$ cat src/rtl/jtframe_sdram_arb.sv
// Round-robin arbiter sharing one SDRAM read port among SLOTS ROM requesters.
// One read is outstanding at a time; a watchdog recovers from lost acks or data.
//
// state      | meaning
// S_IDLE     | no transaction; pick next requester round-robin
// S_WAIT_ACK | sdram_req held high, waiting for controller accept
// S_WAIT_RDY | request accepted, waiting for read data
module jtframe_sdram_arb #(
  parameter int SLOTS  = 4,
  parameter int AW     = 22,
  parameter int TOUT_W = 8
) (
  input  logic                i_clk_rom,
  input  logic                i_rst,
  input  logic                i_downloading,
  input  logic [SLOTS-1:0]    i_slot_req,
  input  logic [SLOTS*AW-1:0] i_slot_addr,
  input  logic [SLOTS*2-1:0]  i_slot_bank,
  output logic [SLOTS-1:0]    o_slot_ok,
  output logic [SLOTS-1:0]    o_slot_err,
  output logic [31:0]         o_slot_dout,
  output logic                o_sdram_req,
  output logic [AW-1:0]       o_sdram_addr,
  output logic [1:0]          o_sdram_bank,
  input  logic                i_sdram_ack,
  input  logic                i_data_rdy,
  input  logic [31:0]         i_data_read,
  output logic                o_busy
);

  localparam int SW = (SLOTS > 1) ? $clog2(SLOTS) : 1;

  typedef enum logic [1:0] {S_IDLE, S_WAIT_ACK, S_WAIT_RDY} state_t;

  state_t              r_state, w_state_nxt;
  logic [SW-1:0]       r_sel, r_last, w_sel, w_idx;
  logic                w_found, w_grant, w_accept, w_done, w_tmo, w_tout;
  logic [TOUT_W-1:0]   r_wd, w_wd_inc;
  logic [AW-1:0]       r_addr;
  logic [1:0]          r_bank;
  logic                r_req;
  logic [31:0]         r_dout;
  logic [SLOTS-1:0]    r_slot_ok, r_slot_err, w_sel_oh;
  logic [AW-1:0]       w_addr_arr [SLOTS];
  logic [1:0]          w_bank_arr [SLOTS];

  for (genvar g = 0; g < SLOTS; g++) begin : g_unpack
    assign w_addr_arr[g] = i_slot_addr[g*AW +: AW];
    assign w_bank_arr[g] = i_slot_bank[g*2 +: 2];
  end

  // Search starts just above the last winner, so it has the lowest priority.
  always_comb begin
    w_found = 1'b0;
    w_sel   = r_last;
    w_idx   = r_last;
    for (int k = 1; k <= SLOTS; k++) begin
      w_idx = SW'((int'(r_last) + k) % SLOTS);
      if (!w_found && i_slot_req[w_idx]) begin
        w_found = 1'b1;
        w_sel   = w_idx;
      end
    end
  end

  assign w_wd_inc = r_wd + 1'b1;
  assign w_tout   = &w_wd_inc;
  assign w_sel_oh = SLOTS'(1) << r_sel;

  always_comb begin
    w_state_nxt = r_state;
    w_grant     = 1'b0;
    w_accept    = 1'b0;
    w_done      = 1'b0;
    w_tmo       = 1'b0;
    unique case (r_state)
      S_IDLE: begin
        if (!i_downloading && w_found) begin
          w_grant     = 1'b1;
          w_state_nxt = S_WAIT_ACK;
        end
      end
      S_WAIT_ACK: begin
        if (i_sdram_ack && i_data_rdy) begin
          w_done      = 1'b1;
          w_state_nxt = S_IDLE;
        end else if (i_sdram_ack) begin
          w_accept    = 1'b1;
          w_state_nxt = S_WAIT_RDY;
        end else if (w_tout) begin
          w_tmo       = 1'b1;
          w_state_nxt = S_IDLE;
        end
      end
      S_WAIT_RDY: begin
        if (i_data_rdy) begin
          w_done      = 1'b1;
          w_state_nxt = S_IDLE;
        end else if (w_tout) begin
          w_tmo       = 1'b1;
          w_state_nxt = S_IDLE;
        end
      end
      default: w_state_nxt = S_IDLE;
    endcase
  end

  always_ff @(posedge i_clk_rom) begin
    if (i_rst) begin
      r_state    <= S_IDLE;
      r_sel      <= '0;
      r_last     <= SW'(SLOTS - 1);
      r_wd       <= '0;
      r_addr     <= '0;
      r_bank     <= '0;
      r_req      <= 1'b0;
      r_dout     <= '0;
      r_slot_ok  <= '0;
      r_slot_err <= '0;
    end else begin
      r_state    <= w_state_nxt;
      r_slot_ok  <= '0;
      r_slot_err <= '0;
      if (w_grant || w_accept) r_wd <= '0;
      else if (r_state != S_IDLE) r_wd <= w_wd_inc;
      if (w_grant) begin
        r_sel  <= w_sel;
        r_addr <= w_addr_arr[w_sel];
        r_bank <= w_bank_arr[w_sel];
        r_req  <= 1'b1;
      end
      if (w_accept) r_req <= 1'b0;
      if (w_done) begin
        r_dout    <= i_data_read;
        r_slot_ok <= w_sel_oh;
        r_last    <= r_sel;
        r_req     <= 1'b0;
      end
      if (w_tmo) begin
        r_slot_err <= w_sel_oh;
        r_last     <= r_sel;
        r_req      <= 1'b0;
      end
    end
  end

  assign o_slot_ok    = r_slot_ok;
  assign o_slot_err   = r_slot_err;
  assign o_slot_dout  = r_dout;
  assign o_sdram_req  = r_req;
  assign o_sdram_addr = r_addr;
  assign o_sdram_bank = r_bank;
  assign o_busy       = (r_state != S_IDLE);

endmodule

$ cat config.mk
export PLATFORM = sky130hd
export DESIGN_NAME = jtframe_sdram_arb
export DESIGN_NICKNAME = d
export VERILOG_FILES = /design/src/rtl/jtframe_sdram_arb.sv
export SDC_FILE = /design/constraint.sdc
export NUM_CORES = 1
export LEC_CHECK = 0
export CORE_MARGIN = 2
export CORE_UTILIZATION = 65
export CTS_CLUSTER_SIZE = 16
export DETAILED_ROUTE_END_ITERATION = 6
export DONT_BUFFER_PORTS = 1
export PLACE_DENSITY = 0.81
export SLEW_MARGIN = 25
export SYNTH_ARGS = -nofsm -noshare
export SYNTH_HDL_FRONTEND = slang
export SYNTH_SLANG_ARGS = --single-unit
$ cat constraint.sdc
create_clock -name i_clk_rom -period 4.8 [get_ports i_clk_rom]
set_input_delay 0.48 -clock i_clk_rom [delete_from_list [all_inputs] [get_ports i_clk_rom]]
set_output_delay 0.48 -clock i_clk_rom [all_outputs]
set_load 0.005 [all_outputs]
==> results.toml, run 1 <==
[clock_tree]
cts-root-buf = "clkbuf_8"
ctsResizeCount = 0
h-tree-depth = 3
clk_latency_ns = 0.35
hold_buffers = 0
clkSinkCount = 79
clk_pin_slew_ns = 0.09
cts_setup_buffers = 0
cts_tree = "done"
numCtsBuffers = 9
clock_path_buffers = 2

[setup_path]
r2r-start = "r_last[1]$_SDFFE_PP1P_"
arrival_ns = 2.40
start_kind = "register"
crit_type = "reg2reg"
crit_path_max_fanout = 48
regToRegSetupSlack_ns = 2.61
reg2reg_to = "o_sdram_addr[10]$_SDFFE_PP0P_"
r2r_cells = 5
end_kind = "register"
worstPathRequired_ns = 5.01

[global_routing]
grt_usage = 0.259
antenna_found_initial = 0
grt_max_degree = 49
grt_first_pass_wirelength_um = 13300
grt.overflow.total = 0
grt_pass1_vias = 2920

[cells_and_area]
area_growth_syn_to_layout_pct = 2.78
final_cells = 479
num_antenna_cells = 0
nNetsFinal = 542
nFillCells = 455
layout-drive-gt1-share = 0.151
stdcell_area_um2 = 4030

[logic_synthesis]
yosysTopAreaCellShare = 0.403
avgSynthCellArea_um2 = 9.54
ys_warn_count = 0
synth-seq-area-share = 0.403
yosys-top-cells-count = "nand2_1, dfxtp_1, mux2i_1, a21oi_1, o221ai_2"
synth_edf_count = 0
synth_compound_area_frac = 0.194
ys_types = 52
synth_xor_area_frac = 0.0179
synthSimpleGateAreaFrac = 0.178
synth_ff_type = "dfxtp_1"
synth_mux_area_frac = 0.128
synthCells = 411
synthAdderAreaFrac = 0.0192
synth_top_area_cell = "dfxtp_1"
yosysMostFrequentCell = "nand2_1"
synth_top_family_by_area = "compound AO/OA/AOI/OAI gates"
synthArstFlopShare = 0
netlist_area_um2 = 3920
ys_ff_latch = 79
synth_fp_nets = 554
netlist_top_cells_area = "dfxtp_1, mux2i_1, nand2_1"

[timing]
hold_viol = 0
slew_headroom = 0.494
setup_tns_ns = 0
period_needed_ns = 2.19
skew_ns = 0.0140
worst_slew_pin_slew_ns = 0.759
clock.fmax_ghz = 0.457
slew_viol_final = 0
rsz0062_at_grt = "no"
period_share = 0.456
setup-violations-final = 0
worst_slack_ns = 2.61

[die]
dieArea_um2 = 6670
die_h_um = 81.7
core_area_um2 = 5890
die_x_um = 81.7
start_util = 0.666
io_pins = 203
core.rowCount = 28

[pwr]
pwr-share-clk = 0.299
powerDensity_nw_per_um2 = 377
p_int_uw = 1040
p_sw_uw = 481
switching_share = 0.317
p_leak_uw = 0.00146
ir_drop_uv = 242
p_comb_frac = 0.208
seqPwrFrac = 0.492

[worst_hold_path]
holdPathStages = 1
min_to = "o_slot_dout[4]$_SDFFE_PP0P_"
min_from = "i_rst"
hp-class = "in2reg"

[routing]
drt-total-wl_um = 8830
drt_iter0_drc = 95
ant_nets = 0
via_per_inst = 6.18
drc = 0
dr.pass1.iters = 4
wl_per_cell_um = 18.4
vias = 2958

[place]
placed_cell_area_um2 = 3850
preCtsSetupSlack_ns = 2.63
placed_cells = 463
gp_congestion = 0.797
placement.io_buffers = 0
dpl.hpwl_um = 6530

[job]
maxCapViolCount = 0

[outcome]
outcome = "finished clean"
[layout by cell type (no fill, tap or decap), drive strengths merged, types with 2 or more instances in the layout]
| cell type | instances |
|---|---|
| buf | 4 |
| a211oi | 3 |
| nor3 | 5 |
| and2 | 2 |
| o221ai | 24 |
| clkbuf | 9 |
| nand3b | 3 |
| dfxtp | 79 |
| ha | 6 |
| o21ai | 5 |
| nor2b | 3 |
| mux2i | 50 |
| o221a | 2 |
| a2111oi | 2 |
| clkinvlp | 4 |
| xnor2 | 3 |
| nor2 | 23 |
| xor2 | 5 |
| nor4 | 4 |
| a21oi | 38 |
| inv | 10 |
| a221oi | 2 |
| nand3 | 6 |
| and3 | 3 |
| nand2 | 97 |
[per-layer routing]
metal	vias up	global-route usage	wire length, um
met5	-	0	0
met4	0	0.110	171
met3	16	0.0824	787
met2	129	0.430	4400
met1	1388	0.308	3470
li1	1425	-	-
[worst max-delay path by stage]
stage                                       start                            end
after floorplan           r_state[0]$_SDFFE_PP0P_  o_sdram_addr[11]$_SDFFE_PP0P_
after global placement              i_slot_req[0]  o_sdram_addr[10]$_SDFFE_PP0P_
after detailed placement  r_state[0]$_SDFFE_PP0P_   o_sdram_addr[9]$_SDFFE_PP0P_
after CTS                 r_state[0]$_SDFFE_PP0P_   o_sdram_addr[9]$_SDFFE_PP0P_
after global routing      r_state[0]$_SDFFE_PP0P_           r_wd[3]$_SDFFE_PP0P_
final                      r_last[1]$_SDFFE_PP1P_  o_sdram_addr[10]$_SDFFE_PP0P_
[per-stage QoR]
| step | utilization | hold WS (ns) | total power, uW |
|---|---|---|---|
| finish | 0.685 | 0.190 | 1520 |
| global route | 0.685 | 0.176 | 1590 |
| CTS | 0.685 | 0.178 | 1530 |
| detailed placement | 0.654 | 0.463 | 1080 |
| global placement | 0.654 | 0.458 | 1070 |
| floorplan | - | 0.453 | 1070 |
[logic make-up after synthesis]
group / after synthesis
AND/OR/NAND/NOR: 151
AO/OA/AOI/OAI: 82
multiplexers: 50
XOR/XNOR: 8
flip-flops: 79
buffers and inverters: 35
adder cells (fa/ha/maj): 6
[critical path: stages, from the launching register on]
cell	delay, ns
dfxtp_1	0.55
a31oi_1	0.20
a21oi_4	0.19
buf_4	0.61
mux2i_1	0.34
o221ai_2	0.13
[flip-flops by register name, summed over array words and instances (netlist names), 2 cells and up]
name / flops
o_sdram_addr: 22
o_sdram_bank: 2
o_slot_dout: 32
o_slot_err: 4
o_slot_ok: 4
r_last: 2
r_sel: 2
r_state: 2
r_wd: 8
[power by group through the flow]
| stage | clock [uW] | combinational (uW) | sequential, uW |
|---|---|---|---|
| 5_1_grt | 488 | 345 | 752 |
| 2_1_floorplan | 0 | 329 | 741 |
| 3_5_place_dp | 0 | 319 | 762 |
| 6_report | 455 | 316 | 747 |
| 4_1_cts | 462 | 318 | 747 |
| 3_3_place_gp | 0 | 305 | 761 |
[area by class of cell]
type                       count  area (um2)  share of cell area
sequential                    79        1580               0.393
timing repair buffer           4        30.0             0.00745
inverter                       8        30.0             0.00745
multi-input combinational    297        2110               0.525
clock buffer                   9         124              0.0307
clock inverter                 7        56.3              0.0140
tap                           75        93.8              0.0233
No activity file was read; power rests on OpenSTA's default activity.
==> run 2: changes to the inputs <==
--- a/config.mk
+++ b/config.mk
@@ -5,12 +5,13 @@
 export SDC_FILE = /design/constraint.sdc
 export NUM_CORES = 1
 export LEC_CHECK = 0
+export ABC_AREA = 1
 export CORE_MARGIN = 2
-export CORE_UTILIZATION = 65
+export CORE_UTILIZATION = 57
 export CTS_CLUSTER_SIZE = 16
 export DETAILED_ROUTE_END_ITERATION = 6
 export DONT_BUFFER_PORTS = 1
-export PLACE_DENSITY = 0.81
+export PLACE_DENSITY = 0.75
 export SLEW_MARGIN = 25
 export SYNTH_ARGS = -nofsm -noshare
 export SYNTH_HDL_FRONTEND = slang
==> constraint.sdc (replaced) <==
create_clock -name i_clk_rom -period 1.89 [get_ports i_clk_rom]
set_input_delay 0.189 -clock i_clk_rom [delete_from_list [all_inputs] [get_ports i_clk_rom]]
set_output_delay 0.189 -clock i_clk_rom [all_outputs]
set_load 0.005 [all_outputs]
==> run 2 against run 1 <==
Effect of this change: the flow now finishes with violations (setup timing); count of clock-buffer cells in the layout unchanged; via count grew 53%; wire length rose by 49%; largest power group unchanged; sequential cell count unchanged; critical endpoint is now o_sdram_addr[12]$_SDFFE_PP0P_; core utilization rose by 7.2 points; global-route usage rose by 1.7 points.
==> results.toml, run 2 <==
[logic_synthesis]
synth_ff_type = "dfxtp_1"
synth-seq-area-share = 0.371
ys_types = 32
synth_top_area_cell = "dfxtp_1"
synthArstFlopShare = 0
yosys-top-cells-count = "nand2_1, nor2_1, dfxtp_1, nand3_1, o21ai_0"
ys_ff_latch = 79
avgSynthCellArea_um2 = 6.68
synth_fp_nets = 780
synth_edf_count = 0
synthAdderAreaFrac = 0.0176
synth_xor_area_frac = 0.0123
synth_top_family_by_area = "simple AND/OR/NAND/NOR gates"
netlist_top_cells_area = "dfxtp_1, nand2_1, nand3_1"
yosysTopAreaCellShare = 0.371
synthCells = 637
ys_warn_count = 0
yosysMostFrequentCell = "nand2_1"
netlist_area_um2 = 4260
synthSimpleGateAreaFrac = 0.415
synth_compound_area_frac = 0.0926
synth_mux_area_frac = 0

[setup_path]
regToRegSetupSlack_ns = -0.06
end_kind = "register"
crit_path_max_fanout = 8
start_kind = "register"
worstPathRequired_ns = 2.13
crit_type = "reg2reg"
arrival_ns = 2.19

[routing]
drc = 0
ant_nets = 0
dr.pass1.iters = 5
drt_iter0_drc = 162
vias = 4520
wl_per_cell_um = 16.6
drt-total-wl_um = 13200
via_per_inst = 5.67

[die]
die_h_um = 90.4
start_util = 0.587
io_pins = 203
die_x_um = 90.4
core_area_um2 = 7250
dieArea_um2 = 8180
core.rowCount = 31

[cells_and_area]
nFillCells = 551
num_antenna_cells = 0
layout_commonest_cell = "nand2_1"
layout-drive-gt1-share = 0.183
nNetsFinal = 836
largest_reg_flops = 32
stdcell_area_um2 = 5490
final_cell_mix = "nand2_1, nor2_1, dfxtp_1"
area_growth_syn_to_layout_pct = 28.9

[timing]
setup_tns_ns = -0.195
worst_slew_pin_slew_ns = 0.451
slew_headroom = 0.697
setup-violations-final = 13
hold_viol = 0
clock.fmax_ghz = 0.513
worst_hold_slack_ns = 0.0271
slew_viol_final = 0
period_share = 1.03
skew_ns = 0.00863
period_needed_ns = 1.95
worst_slack_ns = -0.0592
rsz0062_at_grt = "yes"

[clock_tree]
clk_latency_ns = 0.35
cts-root-buf = "clkbuf_8"
h-tree-depth = 3
clk_pin_slew_ns = 0.09
clock_path_buffers = 2
clkSinkCount = 79
cts_tree = "done"
numCtsBuffers = 9

[global_routing]
grt_max_degree = 44
grt_first_pass_wirelength_um = 18400
antenna_found_initial = 0
grt.overflow.total = 0
grt_usage = 0.275
grt_pass1_vias = 3928

[place]
dpl.hpwl_um = 8200
placed_cell_area_um2 = 4420
gp_congestion = 0.942
placement.io_buffers = 0
preCtsSetupSlack_ns = -0.0106

[pwr]
power_uw = 4470
ir_drop_uv = 789
p_leak_uw = 0.00258
powerDensity_nw_per_um2 = 815

[outcome]
outcome = "finished, violations left"
violations = "setup timing"

[worst_hold_path]
hp-class = "in2reg"

[job]
maxCapViolCount = 0
[run 2: cell types whose count changed after synthesis, sizes merged, moves of 13 or more]
| cell | delta |
|---|---|
| nand3 | +74 |
| o221ai | -24 |
| nor3 | +13 |
| o21ai | +41 |
| a21oi | -29 |
| nand2 | +84 |
| nor2 | +77 |
| inv | +37 |
| mux2i | -50 |
[run 2: cells by family (layout without fill, tap and decap cells)]
kind of cell             after synthesis  count (layout)
AO/OA/AOI/OAI                         71              71
XOR/XNOR                               6               6
adder cells (fa/ha/maj)                6               6
buffers and inverters                 81             142
flip-flops                            79              79
AND/OR/NAND/NOR                      394             394
[run 2: per-layer routing]
metal | GRT usage | wire length, um | vias to the layer above
met5 | 0 | 0 | -
met2 | 0.491 | 6740 | 230
met3 | 0.0776 | 993 | 61
met1 | 0.294 | 4680 | 2070
met4 | 0.146 | 779 | 0
li1 | - | - | 2159
[run 2: timing repair]
action                                 in CTS  in global routing
endpoints found under the hold margin      33                  0
hold buffers                               33                  0
gates resized for setup                     3                 76
pin swaps                                   0                  7
setup endpoints to repair                  20                 40
setup buffers                               0                  9
gates cloned                                0                  9
[run 2: area by class of cell]
type,instances,area (um2),share of cell area
Multi-Input combinational cell,477,2470,0.450
Sequential cell,79,1590,0.290
Timing Repair Buffer,78,883,0.161
Inverter,47,196,0.0358
Clock buffer,9,124,0.0226
Tap cell,99,124,0.0226
Clock inverter,7,88.8,0.0162
Timing Repair inverter,1,8.76,0.00160
[run 2: critical path, stage by stage (launching register included)]
cell      delay, ns
dfxtp_4        0.38
buf_6          0.13
nand2_2        0.07
nand2_2        0.07
nand2_1        0.08
nand2_2        0.07
nor2_4         0.19
nand3_4        0.12
nand3_4        0.18
clkinv_8       0.11
buf_12         0.15
o21a_1         0.16
nand2_1        0.08
inv_1          0.06
[run 2: per-stage QoR]
stage	std cells	util
6_report	797	0.757
5_1_grt	797	0.757
4_1_cts	779	0.686
3_5_place_dp	730	0.610
3_3_place_gp	730	0.610
2_1_floorplan	637	-
[run 2: where the power goes]
group          internal, uW  switching [uW]
Clock                   638             693
Sequential             1770             111
Combinational           565             694
Total                  2970            1500
[run 2: path summary, 6_finish.rpt]
check | depth (start not counted) | to | from
worst max-delay path | 13 | o_sdram_addr[12]$_SDFFE_PP0P_ | r_last[0]$_SDFFE_PP1P_
worst min-delay path | 2 | r_state[0]$_SDFFE_PP0P_ | i_rst
worst max register to register | 13 | o_sdram_addr[12]$_SDFFE_PP0P_ | r_last[0]$_SDFFE_PP1P_
worst min register to register | 2 | r_wd[0]$_SDFFE_PP0P_ | r_wd[0]$_SDFFE_PP0P_
==> run 3: changes to the inputs <==
--- a/config.mk
+++ b/config.mk
@@ -16,3 +16,4 @@
 export SYNTH_ARGS = -nofsm -noshare
 export SYNTH_HDL_FRONTEND = slang
 export SYNTH_SLANG_ARGS = --single-unit
+export TNS_END_PERCENT = 30
==> run 3 against run 2 <==
Effect of this change: the run still ends with setup timing left; sequential power about the same; clock power about the same; cell count stayed put; worst hold slack got worse by 0.0024 ns; first-iteration DRC count shrank 3.1%; sequential cell count unchanged; setup slack improved by 0.0069 ns; sequential share of layout area is the same; core utilization stayed put; final area stayed put; clock skew barely moved; largest cell class unchanged.
==> results.toml, run 3 (synthesis results as in run 2) <==
[outcome]
outcome = "finished, violations left"
violations = "setup timing"

[die]
core_area_um2 = 7250
core.rowCount = 31
start_util = 0.587
die_x_um = 90.4
io_pins = 203
dieArea_um2 = 8180
die_h_um = 90.4

[global_routing]
grt_max_degree = 44
grt.overflow.total = 0
grt_pass1_vias = 3928
antenna_found_initial = 0
grt_usage = 0.275
grt_first_pass_wirelength_um = 18400

[job]
maxCapViolCount = 0

[cells_and_area]
final_cells = 797
utilization = 0.757
layout_commonest_cell = "nand2_1"
final_cell_mix = "nand2_1, nor2_1, dfxtp_1"
stdcell_area_um2 = 5490
seqCellArea_um2 = 1590
nNetsFinal = 836
largest_reg_flops = 32
num_antenna_cells = 0
nFillCells = 553
layout-drive-gt1-share = 0.185
multiInputGateArea_um2 = 2480
area_growth_syn_to_layout_pct = 28.9

[pwr]
p_leak_uw = 0.00258
powerDensity_nw_per_um2 = 815
ir_drop_uv = 790

[setup_path]
worstPathRequired_ns = 2.14
arrival_ns = 2.19
cp_cell_sequence = "buf_6 > nand2_2 > nand2_2 > nand2_1 > nand2_2 > nor2_4 > nand3_4 > nand3_4 > clkinv_8 > buf_12 > o21a_1 > nand2_1 > inv_1"
end_kind = "register"
crit_slowest_cell = "dfxtp_4"
crit_path_frequent_cell = "nand2_2"
start_kind = "register"
crit_path_max_fanout = 8
crit_type = "reg2reg"
path_delay_family = "simple AND/OR/NAND/NOR gates"
critPathMaxStageDelay_ns = 0.38
cp.buffers_inverters = 4

[clock_tree]
clk_pin_slew_ns = 0.09
h-tree-depth = 3
numCtsBuffers = 9
clkSinkCount = 79
clock_path_buffers = 2
cts-root-buf = "clkbuf_8"
clk_latency_ns = 0.35
cts_tree = "done"

[routing]
via_per_inst = 5.68
ant_nets = 0
wl_per_cell_um = 16.6
dr.pass1.iters = 6
drt-total-wl_um = 13300
drc = 0
drt_iter0_drc = 157
vias = 4529

[place]
placement.io_buffers = 0
dpl.hpwl_um = 8200
placed_cell_area_um2 = 4420
placed_cells = 730
gp_congestion = 0.942

[timing]
period_share = 1.03
clock.fmax_ghz = 0.515
slew_viol_final = 0
slew_headroom = 0.695
period_needed_ns = 1.94
worst_slack_ns = -0.0523
setup-violations-final = 12
worst_slew_pin_slew_ns = 0.455
skew_ns = 0.00843
hold_viol = 0
worst_hold_slack_ns = 0.0247
rsz0062_at_grt = "yes"

[worst_hold_path]
hp-class = "in2reg"
==> run 3: cell count changes in the layout (fill, tap and decap cells not counted) <==
cell,previous run,this run
buf_6,8,7
buf_4,23,24
o21ai_2,3,4
o21ai_1,6,5
==> run 3: power breakdown <==
group / internal (uW) / total, uW / leakage [uW] / switching [uW]
registers: 1770 / 1880 / 0.000644 / 113
logic: 565 / 1260 / 0.00183 / 696
clock network: 638 / 1330 / 0.000104 / 692
total: 2970 / 4470 / 0.00258 / 1500
==> run 3: worst reg2reg max path: stages, from the launching register on <==
cell	delay, ns
dfxtp_4	0.38
buf_6	0.13
nand2_2	0.07
nand2_2	0.07
nand2_1	0.08
nand2_2	0.07
nor2_4	0.19
nand3_4	0.12
nand3_4	0.18
clkinv_8	0.11
buf_12	0.15
o21a_1	0.16
nand2_1	0.08
inv_1	0.06
==> run 3: what timing repair did <==
item	in CTS	in global routing
endpoints found under the setup margin	20	40
buffers inserted	0	9
cloned	0	9
pin swaps	0	8
gates resized for setup	3	76
endpoints found under the hold margin	33	0
hold buffers	33	0
==> run 3: routing by layer <==
layer / track usage / share of wire
met5: 0 / 0
met4: 0.146 / 0.056
met3: 0.0776 / 0.076
met1: 0.294 / 0.36
met2: 0.491 / 0.51
==> run 3: path summary, 6_finish.rpt <==
path / from / endpoint / slack, ns / cells after the start
max reg2reg: r_last[0]$_SDFFE_PP1P_ / o_sdram_addr[12]$_SDFFE_PP0P_ / -0.05 / 13
min: i_rst / r_state[0]$_SDFFE_PP0P_ / 0.02 / 2
max: r_last[0]$_SDFFE_PP1P_ / o_sdram_addr[12]$_SDFFE_PP0P_ / -0.05 / 13
min reg2reg: r_wd[0]$_SDFFE_PP0P_ / r_wd[0]$_SDFFE_PP0P_ / 0.48 / 2
==> run 3: metrics by stage <==
| stage | setup WS [ns] | TNS, ns | power [uW] |
|---|---|---|---|
| after floorplan | 0.199 | 0 | 2590 |
| after global placement | 0.0158 | 0 | 2780 |
| after detailed placement | -0.0106 | -0.0175 | 2810 |
| after CTS | 0.0226 | 0 | 4180 |
| after global routing | -0.150 | -2.36 | 4680 |
| final | -0.0523 | -0.174 | 4470 |
==> run 3: layout make-up <==
| type | count | share of cell area |
|---|---|---|
| Timing Repair Buffer | 78 | 0.160 |
| Tap cell | 99 | 0.0226 |
| Inverter | 47 | 0.0358 |
| Timing Repair inverter | 1 | 0.00160 |
| Clock buffer | 9 | 0.0226 |
| Sequential cell | 79 | 0.290 |
| Clock inverter | 7 | 0.0162 |
| Multi-Input combinational cell | 477 | 0.451 |
